**config.mk**
```make
export PLATFORM = sky130hd
export DESIGN_NAME = universal_deserializer_flat
export DESIGN_NICKNAME = d
export VERILOG_FILES = /design/src/rtl/universal_deserializer_if.sv /design/src/rtl/universal_deserializer.sv /design/src/flat_wrapper.sv
export SDC_FILE = /design/constraint.sdc
export NUM_CORES = 1
export LEC_CHECK = 0
export CORE_MARGIN = 5
export CORE_UTILIZATION = 45
export CTS_CLUSTER_DIAMETER = 50
export CTS_CLUSTER_SIZE = 12
export DETAILED_ROUTE_END_ITERATION = 7
export PLACE_DENSITY = 0.74
export SYNTH_ARGS = -nofsm -noshare
export SYNTH_HDL_FRONTEND = slang
export SYNTH_SLANG_ARGS = --single-unit
```
**constraint.sdc**
```tcl
create_clock -name clk -period 2 [get_ports clk]
set_input_delay 0.6 -clock clk [delete_from_list [all_inputs] [get_ports clk]]
set_output_delay 0.6 -clock clk [all_outputs]
set_load 0.02 [all_outputs]
```
**src/rtl/universal_deserializer_if.sv**
```systemverilog
// Serial-in / parallel-out bus for universal_deserializer.
// slave = deserializer side, master = link driver plus parallel consumer.
interface universal_deserializer_if #(
    parameter int WIDTH = 4
);
    logic             sdin;
    logic             sdin_valid;
    logic             sdin_sof;
    logic             dir;
    logic [WIDTH-1:0] dout;
    logic             dout_valid;
    logic             dout_ready;
    logic             busy;
    logic             overflow;
    logic             parity_err;

    modport slave (
        input  sdin, sdin_valid, sdin_sof, dir, dout_ready,
        output dout, dout_valid, busy, overflow, parity_err
    );

    modport master (
        output sdin, sdin_valid, sdin_sof, dir, dout_ready,
        input  dout, dout_valid, busy, overflow, parity_err
    );
endinterface

```
**src/rtl/universal_deserializer.sv**
```systemverilog
// Rebuilds WIDTH-bit words from an MSB- or LSB-first serial stream into a one-word
// valid/ready holding register. Define UNIV_DESER_PARITY_EN to append a parity bit per word.
module universal_deserializer #(
    parameter int   WIDTH      = 4,
    parameter logic PARITY_ODD = 1'b0
) (
    input  logic                    clk,
    input  logic                    rst,
    universal_deserializer_if.slave bus
);

`ifdef UNIV_DESER_PARITY_EN
    localparam logic PARITY_EN = 1'b1;
    localparam int   NBITS     = WIDTH + 1;
`else
    localparam logic PARITY_EN = 1'b0;
    localparam int   NBITS     = WIDTH;
`endif
    localparam int            CW   = $clog2(NBITS);
    localparam logic [CW-1:0] LAST = CW'(NBITS - 1);

    logic [CW-1:0]    bit_cnt;
    logic [WIDTH-1:0] sr;
    logic             dir_q;
    logic             par_acc;
    logic [WIDTH-1:0] dout_q;
    logic             dout_valid_q;
    logic             overflow_q;
    logic             busy_q;
    logic             perr_q;

    logic [CW-1:0]    cnt_base;
    logic [CW-1:0]    cnt_next;
    logic             first;
    logic             dir_eff;
    logic [WIDTH-1:0] sr_shift;
    logic [WIDTH-1:0] sr_next;
    logic [WIDTH-1:0] word;
    logic             par_next;
    logic             perr_next;
    logic             complete;

    // NOTE: every always_comb output gets a value on every path, so no latch is inferred.
    always_comb begin
        cnt_base  = bus.sdin_sof ? '0 : bit_cnt;
        first     = (cnt_base == '0);
        dir_eff   = first ? bus.dir : dir_q;
        sr_shift  = dir_eff ? {bus.sdin, sr[WIDTH-1:1]} : {sr[WIDTH-2:0], bus.sdin};
        // The trailing parity bit is accumulated but never shifted into the data.
        sr_next   = (PARITY_EN && (cnt_base == LAST)) ? sr : sr_shift;
        word      = PARITY_EN ? sr : sr_shift;
        par_next  = (first ? 1'b0 : par_acc) ^ bus.sdin;
        perr_next = PARITY_EN && (par_next != PARITY_ODD);
        complete  = bus.sdin_valid && (cnt_base == LAST);
        cnt_next  = complete ? '0 : cnt_base + CW'(1);
    end

    // NOTE: sequential state uses non-blocking assignments so every register samples pre-edge values.
    always_ff @(posedge clk) begin
        if (rst) begin
            bit_cnt      <= '0;
            sr           <= '0;
            dir_q        <= 1'b0;
            par_acc      <= 1'b0;
            dout_q       <= '0;
            dout_valid_q <= 1'b0;
            overflow_q   <= 1'b0;
            busy_q       <= 1'b0;
            perr_q       <= 1'b0;
        end else begin
            if (bus.sdin_valid) begin
                bit_cnt <= cnt_next;
                sr      <= sr_next;
                dir_q   <= dir_eff;
                par_acc <= par_next;
                busy_q  <= (cnt_next != '0);
            end
            // A completing word replaces the held one only if the slot is free or drains now.
            if (complete) begin
                if (!dout_valid_q || bus.dout_ready) begin
                    dout_q       <= word;
                    perr_q       <= perr_next;
                    dout_valid_q <= 1'b1;
                end else begin
                    overflow_q   <= 1'b1;
                end
            end else if (dout_valid_q && bus.dout_ready) begin
                dout_valid_q <= 1'b0;
            end
        end
    end

    assign bus.dout       = dout_q;
    assign bus.dout_valid = dout_valid_q;
    assign bus.busy       = busy_q;
    assign bus.overflow   = overflow_q;
    assign bus.parity_err = perr_q & dout_valid_q;

endmodule

```
**src/flat_wrapper.sv**
```systemverilog
// flat-port wrapper written by rule: the top's interface ports become plain ports
module universal_deserializer_flat 
#(
    parameter int   WIDTH      = 4,
    parameter logic PARITY_ODD = 1'b0
)
  (clk, rst, bus_sdin, bus_sdin_valid, bus_sdin_sof, bus_dir, bus_dout_ready, bus_dout, bus_dout_valid, bus_busy, bus_overflow, bus_parity_err);
  universal_deserializer_if #(.WIDTH(WIDTH)) bus_i ();
  input  logic clk;
  input  logic rst;
  input wire logic [$bits(bus_i.sdin)-1:0] bus_sdin;
  input wire logic [$bits(bus_i.sdin_valid)-1:0] bus_sdin_valid;
  input wire logic [$bits(bus_i.sdin_sof)-1:0] bus_sdin_sof;
  input wire logic [$bits(bus_i.dir)-1:0] bus_dir;
  input wire logic [$bits(bus_i.dout_ready)-1:0] bus_dout_ready;
  output wire logic [$bits(bus_i.dout)-1:0] bus_dout;
  output wire logic [$bits(bus_i.dout_valid)-1:0] bus_dout_valid;
  output wire logic [$bits(bus_i.busy)-1:0] bus_busy;
  output wire logic [$bits(bus_i.overflow)-1:0] bus_overflow;
  output wire logic [$bits(bus_i.parity_err)-1:0] bus_parity_err;
  assign bus_i.sdin = bus_sdin;
  assign bus_i.sdin_valid = bus_sdin_valid;
  assign bus_i.sdin_sof = bus_sdin_sof;
  assign bus_i.dir = bus_dir;
  assign bus_i.dout_ready = bus_dout_ready;
  assign bus_dout = bus_i.dout;
  assign bus_dout_valid = bus_i.dout_valid;
  assign bus_busy = bus_i.busy;
  assign bus_overflow = bus_i.overflow;
  assign bus_parity_err = bus_i.parity_err;
  universal_deserializer #(.WIDTH(WIDTH), .PARITY_ODD(PARITY_ODD)) u_core (.clk(clk), .rst(rst), .bus(bus_i));
endmodule
```
# After elaboration in Yosys (flattened, before gate mapping)
# Index checks and enable logic that the tools add are counted.
[word_totals] output_inout_bits=8 reg_bits=14
[op_classes] n_bitwise=1 addsub=1 reduce_logical=10 n_eq_ne=2 muxes=7
[ops] operator="$reduce_and 2->1" n=3
[ops] operator="$mux 1" n=4
[ops] operator="$mux 2" n=2
[ops] operator="$mux 4" n=1
[ops] operator="$reduce_bool 2->1" n=2
[ops] operator="$add 2x1->2 const B" n=1
[ops] operator="$eq 2x2->1 const B" n=1
[ops] operator="$logic_and 1x1->1" n=2
[ops] operator="$logic_not 2->1" n=1
[ops] operator="$ne 2x2->1 const B" n=1
[ops] operator="$logic_not 1->1" n=1
[ops] operator="$logic_or 1x1->1" n=1
[ops] operator="$not 1->1" n=1

# Logic depth before layout (Yosys ltp)
[logic_depth] word_depth=5 ltp_mapped=6 depth_no_buf=6

# Worst setup path before layout
# No wires, ideal clock.
[synth_timing] path_kind="input port to flip-flop" from="input port bus_sdin_sof" to="register u_core.sr[1]" setup_ns=0.134 t_required_ns=1.866 slack_ns=0.224 n_path_buf=0 path_stages=6 arrival_time_ns=1.642 path_cell_list="nor2b_1 inv_1 ha_1 mux2i_4 mux2i_1 a211oi_1"
[synth_via] elab_chain_cells=4
[synth_lines] element="start, declared" line="flat_wrapper.sv:13" rtl="input wire logic [$bits(bus_i.sdin_sof)-1:0] bus_sdin_sof;"
[synth_lines] element="$mux 2" line="universal_deserializer.sv:45" rtl="cnt_base = bus.sdin_sof ? '0 : bit_cnt;"
[synth_lines] element="$logic_not 2->1" line="universal_deserializer.sv:46" rtl="first = (cnt_base == '0);"
[synth_lines] element="$mux 1" line="universal_deserializer.sv:47" rtl="dir_eff = first ? bus.dir : dir_q;"
[synth_lines] element="$mux 4" line="universal_deserializer.sv:48" rtl="sr_shift = dir_eff ? {bus.sdin, sr[WIDTH-1:1]} : {sr[WIDTH-2:0], bus.sdin};"
[synth_lines] element="end signal, assigned" line="universal_deserializer.sv:73" rtl="sr <= sr_next;"
[synth_lines] element="end, declared" line="universal_deserializer.sv:23" rtl="logic [WIDTH-1:0] sr;"
# No other way between the ends.
# A chain may end at the register's enable or synchronous reset.

# Final worst setup path
[layout_timing] from="register u_core.dout_q[0], in the netlist u_core.bus.dout[0]" to="output port bus_dout[0]"
[layout_rtl] element="start, declared" line="universal_deserializer.sv:26" rtl="logic [WIDTH-1:0] dout_q;"
[layout_rtl] element="start signal, assigned" line="universal_deserializer.sv:81" rtl="dout_q <= word;"
[layout_rtl] element="end, declared" line="flat_wrapper.sv:16" rtl="output wire logic [$bits(bus_i.dout)-1:0] bus_dout;"
# No word-level cell between the ends.

==> key figures <==
Outcome
  – Outcome: completed

Floorplan
  – Die height: 46.80 um
  – Placeable core region: 0.001285 mm^2
  – Initial core utilization: between 40 and 50%
  – Die Area: around 0.0022 mm^2
  – Die W: about 47 um
  – Ports: 15
  – FP Rows: 13

Logic synthesis
  – Seq cells post-synth: 14
  – Syn nets: 72
  – Synth top area cells: dfxtp_1, a211oi_1, mux2i_1
  – YS warnings: 0
  – Commonest cells in the netlist: dfxtp_1, a211oi_1, nor2_1
  – Sequential element share of the synthesized area: between 40% and 50%
  – Top cell type by total area after synthesis: dfxtp_1
  – Synth Area in XOR/XNOR: 0%
  – Mux contribution to synthesized area: 10.27%
  – Asr flop ratio synth: 0%
  – Largest family of logic cells by synthesized area: compound AO/OA/AOI/OAI gates
  – Yosys top cell area share: 46.00%
  – Synth Area in Compound Gates: 20.33%
  – Library cells used by synthesis: 19
  – Cell Area, Synth: a little over 600 um^2
  – Main synth FF type: dfxtp_1
  – Post-Synthesis Cells: 63
  – Post-Synth Adder-Cell Area: just over 4%
  – EDFF count, synth: 0
  – Simple-gate portion of the synthesized area: 13.96%
  – Count leader, synth: dfxtp_1
  – Synth Area per Inst: around 9.7 um^2

STA
  – Final Setup Violations: 0
  – Fmax: roughly 540 MHz
  – Max-slew violation count: 0
  – Worst-margin pin slew: 567.9 ps
  – RSZ-0062 raised after global routing: false
  – Final WS setup: around 160 ps
  – Worst Skew: about 1.4 ps
  – Minimum clock period: between 1500 and 2000 ps
  – Crit share post-route: between 90 and 100%
  – Final Hold Fails: 0
  – Setup TNS: 0 ps
  – Rel. slew slack: between 60 and 70%

Clock network
  – Worst skew pair latency: around 290 ps
  – Hold buffers post-CTS: 0
  – Worst-path clk slew: about 90 ps
  – CTS max path bufs: 2
  – CTS tree: yes
  – Clock Tree Root: clkbuf_4
  – TritonCTS Sinks: 14
  – TritonCTS Buffers: 3
  – CTS H-tree depth: 1

Placement
  – DP Area: 767.0 um^2
  – Global placer's final weighted congestion: around 0.74
  – Post-Place Worst Slack: -356.4 ps
  – IO Port Bufs: 13
  – DP Cell Count: 91
  – Post-DP HPWL: about 930 um

Worst setup path
  – Crit path cell chain: clkdlybuf4s50_1
  – Critical Path Source Type: register
  – CP delay by family, top: buffers and inverters
  – CP max-delay cell: clkdlybuf4s50_1
  – CP endpoint kind: primary output
  – Worst EP arrival: 1240 ps
  – CP Class: register to primary output
  – Worst-path fanout max: 2
  – Buf+Inv Stages, Crit Path: 1
  – Max stage delay on crit path: 610 ps
  – Worst Path Required: around 1400 ps

GRT
  – Total track usage: between 10% and 20%
  – Largest net degree at the start of global routing: 18
  – First-pass GRT wire length: between 2000 and 2500 um
  – Number of global-route vias before repair: 493
  – Initial antenna violation count: 0
  – Congestion Overflow GR: 0

Cells and area
  – Antenna diode count: 0
  – Fin cells: 96
  – Final core utilization: approximately 66%
  – Post-route cell area: between 800 and 900 um^2
  – Share of cells above drive strength 1: a little over a fifth
  – Nets: 91
  – # fillers: between 100 and 150
  – Layout area overhead: 39.01%

Pwr
  – VDD IR-drop max: 0.3196 mV
  – Power Density: between 600 and 700 mW/mm^2
  – Static Leakage: 0.3226 nW

Route
  – DRT Wirelength: approximately 1300 um
  – Via count: slightly above 500
  – DRT iter0 DRCs: 11
  – Vias per std cell: about 5.3
  – Antenna viol nets, final: 0
  – TritonRoute pass-1 iters: 4
  – # DRC: 0
  – Wirelength per Cell: 13.72 um

Job
  – Max-cap violation count: 0

Hold path
  – Worst min-delay path category: register to register
per-layer routing:
layer,vias to the layer above,routed length [um],GRT usage [%],share of wire [%]
met4,0,23,8.287,1.7
met2,13,637,22.76,48
met5,-,0,0,0
li1,254,-,-,-
met3,2,85,4.215,6.5
met1,236,571,18.68,43
cells in the final DEF, fill, tap and decap left out, types with 2 or more instances in the layout:
master,instances
nor2_1,8
clkbuf_4,3
a211oi_2,2
mux2i_1,2
dfxtp_1,14
buf_4,5
inv_1,2
nand2b_1,3
clkdlybuf4s50_1,12
a211oi_1,8
mux2i_2,2
a21oi_1,6
and2_1,2
sequential cells by signal, summed over array words and instances (netlist names):
signal	cells
u_core.bus.dout	4
u_core.sr	4
u_core.bit_cnt	2
u_core.bus.busy	1
u_core.bus.dout_valid	1
u_core.bus.overflow	1
u_core.dir_q	1
stage by stage:
stage / power (mW) / hold slack [ps]
2_1_floorplan: 0.3497 / 450.1
3_3_place_gp: 0.3745 / 474.4
3_5_place_dp: 0.3770 / 481.1
4_1_cts: 0.5955 / 493.1
5_1_grt: 0.6200 / 515.8
6_report: 0.5911 / 484.4
report_power, final:
part	leakage (nW)	switching (mW)	total (mW)	internal (mW)
registers	0.115	0.00851	0.299	0.290
clock network	0.0210	0.0987	0.210	0.111
logic	0.187	0.0397	0.0826	0.0429
total	0.323	0.147	0.591	0.444
what timing repair did:
item / 4_1_cts / 5_1_grt
setup endpoints to repair: 6 / 0
hold endpoints to repair: 0 / 0
resized for setup: 8 / 0
buffers inserted: 1 / 0
kinds of logic (layout without fill, tap and decap cells):
group | count (synthesis) | after routing
adder cells (fa/ha/maj) | 2 | 2
flip-flops | 14 | 14
buffers and inverters | 6 | 24
other | 1 | 1
multiplexers | 5 | 5
AO/OA/AOI/OAI | 18 | 18
AND/OR/NAND/NOR | 17 | 17
path summary, 6_finish.rpt:
check | endpoint | startpoint | cells after the start | slack, ps
worst max-delay path | bus_dout[0] | u_core.bus.dout[0] | 1 | 160
worst min-delay path | u_core.bus.busy | u_core.bus.busy | 2 | 480
worst max register to register | u_core.sr[1] | u_core.bit_cnt[0] | 6 | 350
worst min register to register | u_core.bus.busy | u_core.bus.busy | 2 | 480
area by class of cell:
type                    count  area (um^2)  area share (%)
inverters                   2        7.507          0.8863
flip-flops and latches     14        280.3           33.09
repair buffers             18        166.4           19.65
multi-input cells          43        337.8           39.88
clock buffers               4        36.28           4.284
well taps                  15        18.77           2.216
Note: power is estimated with default switching activity, not from simulation.
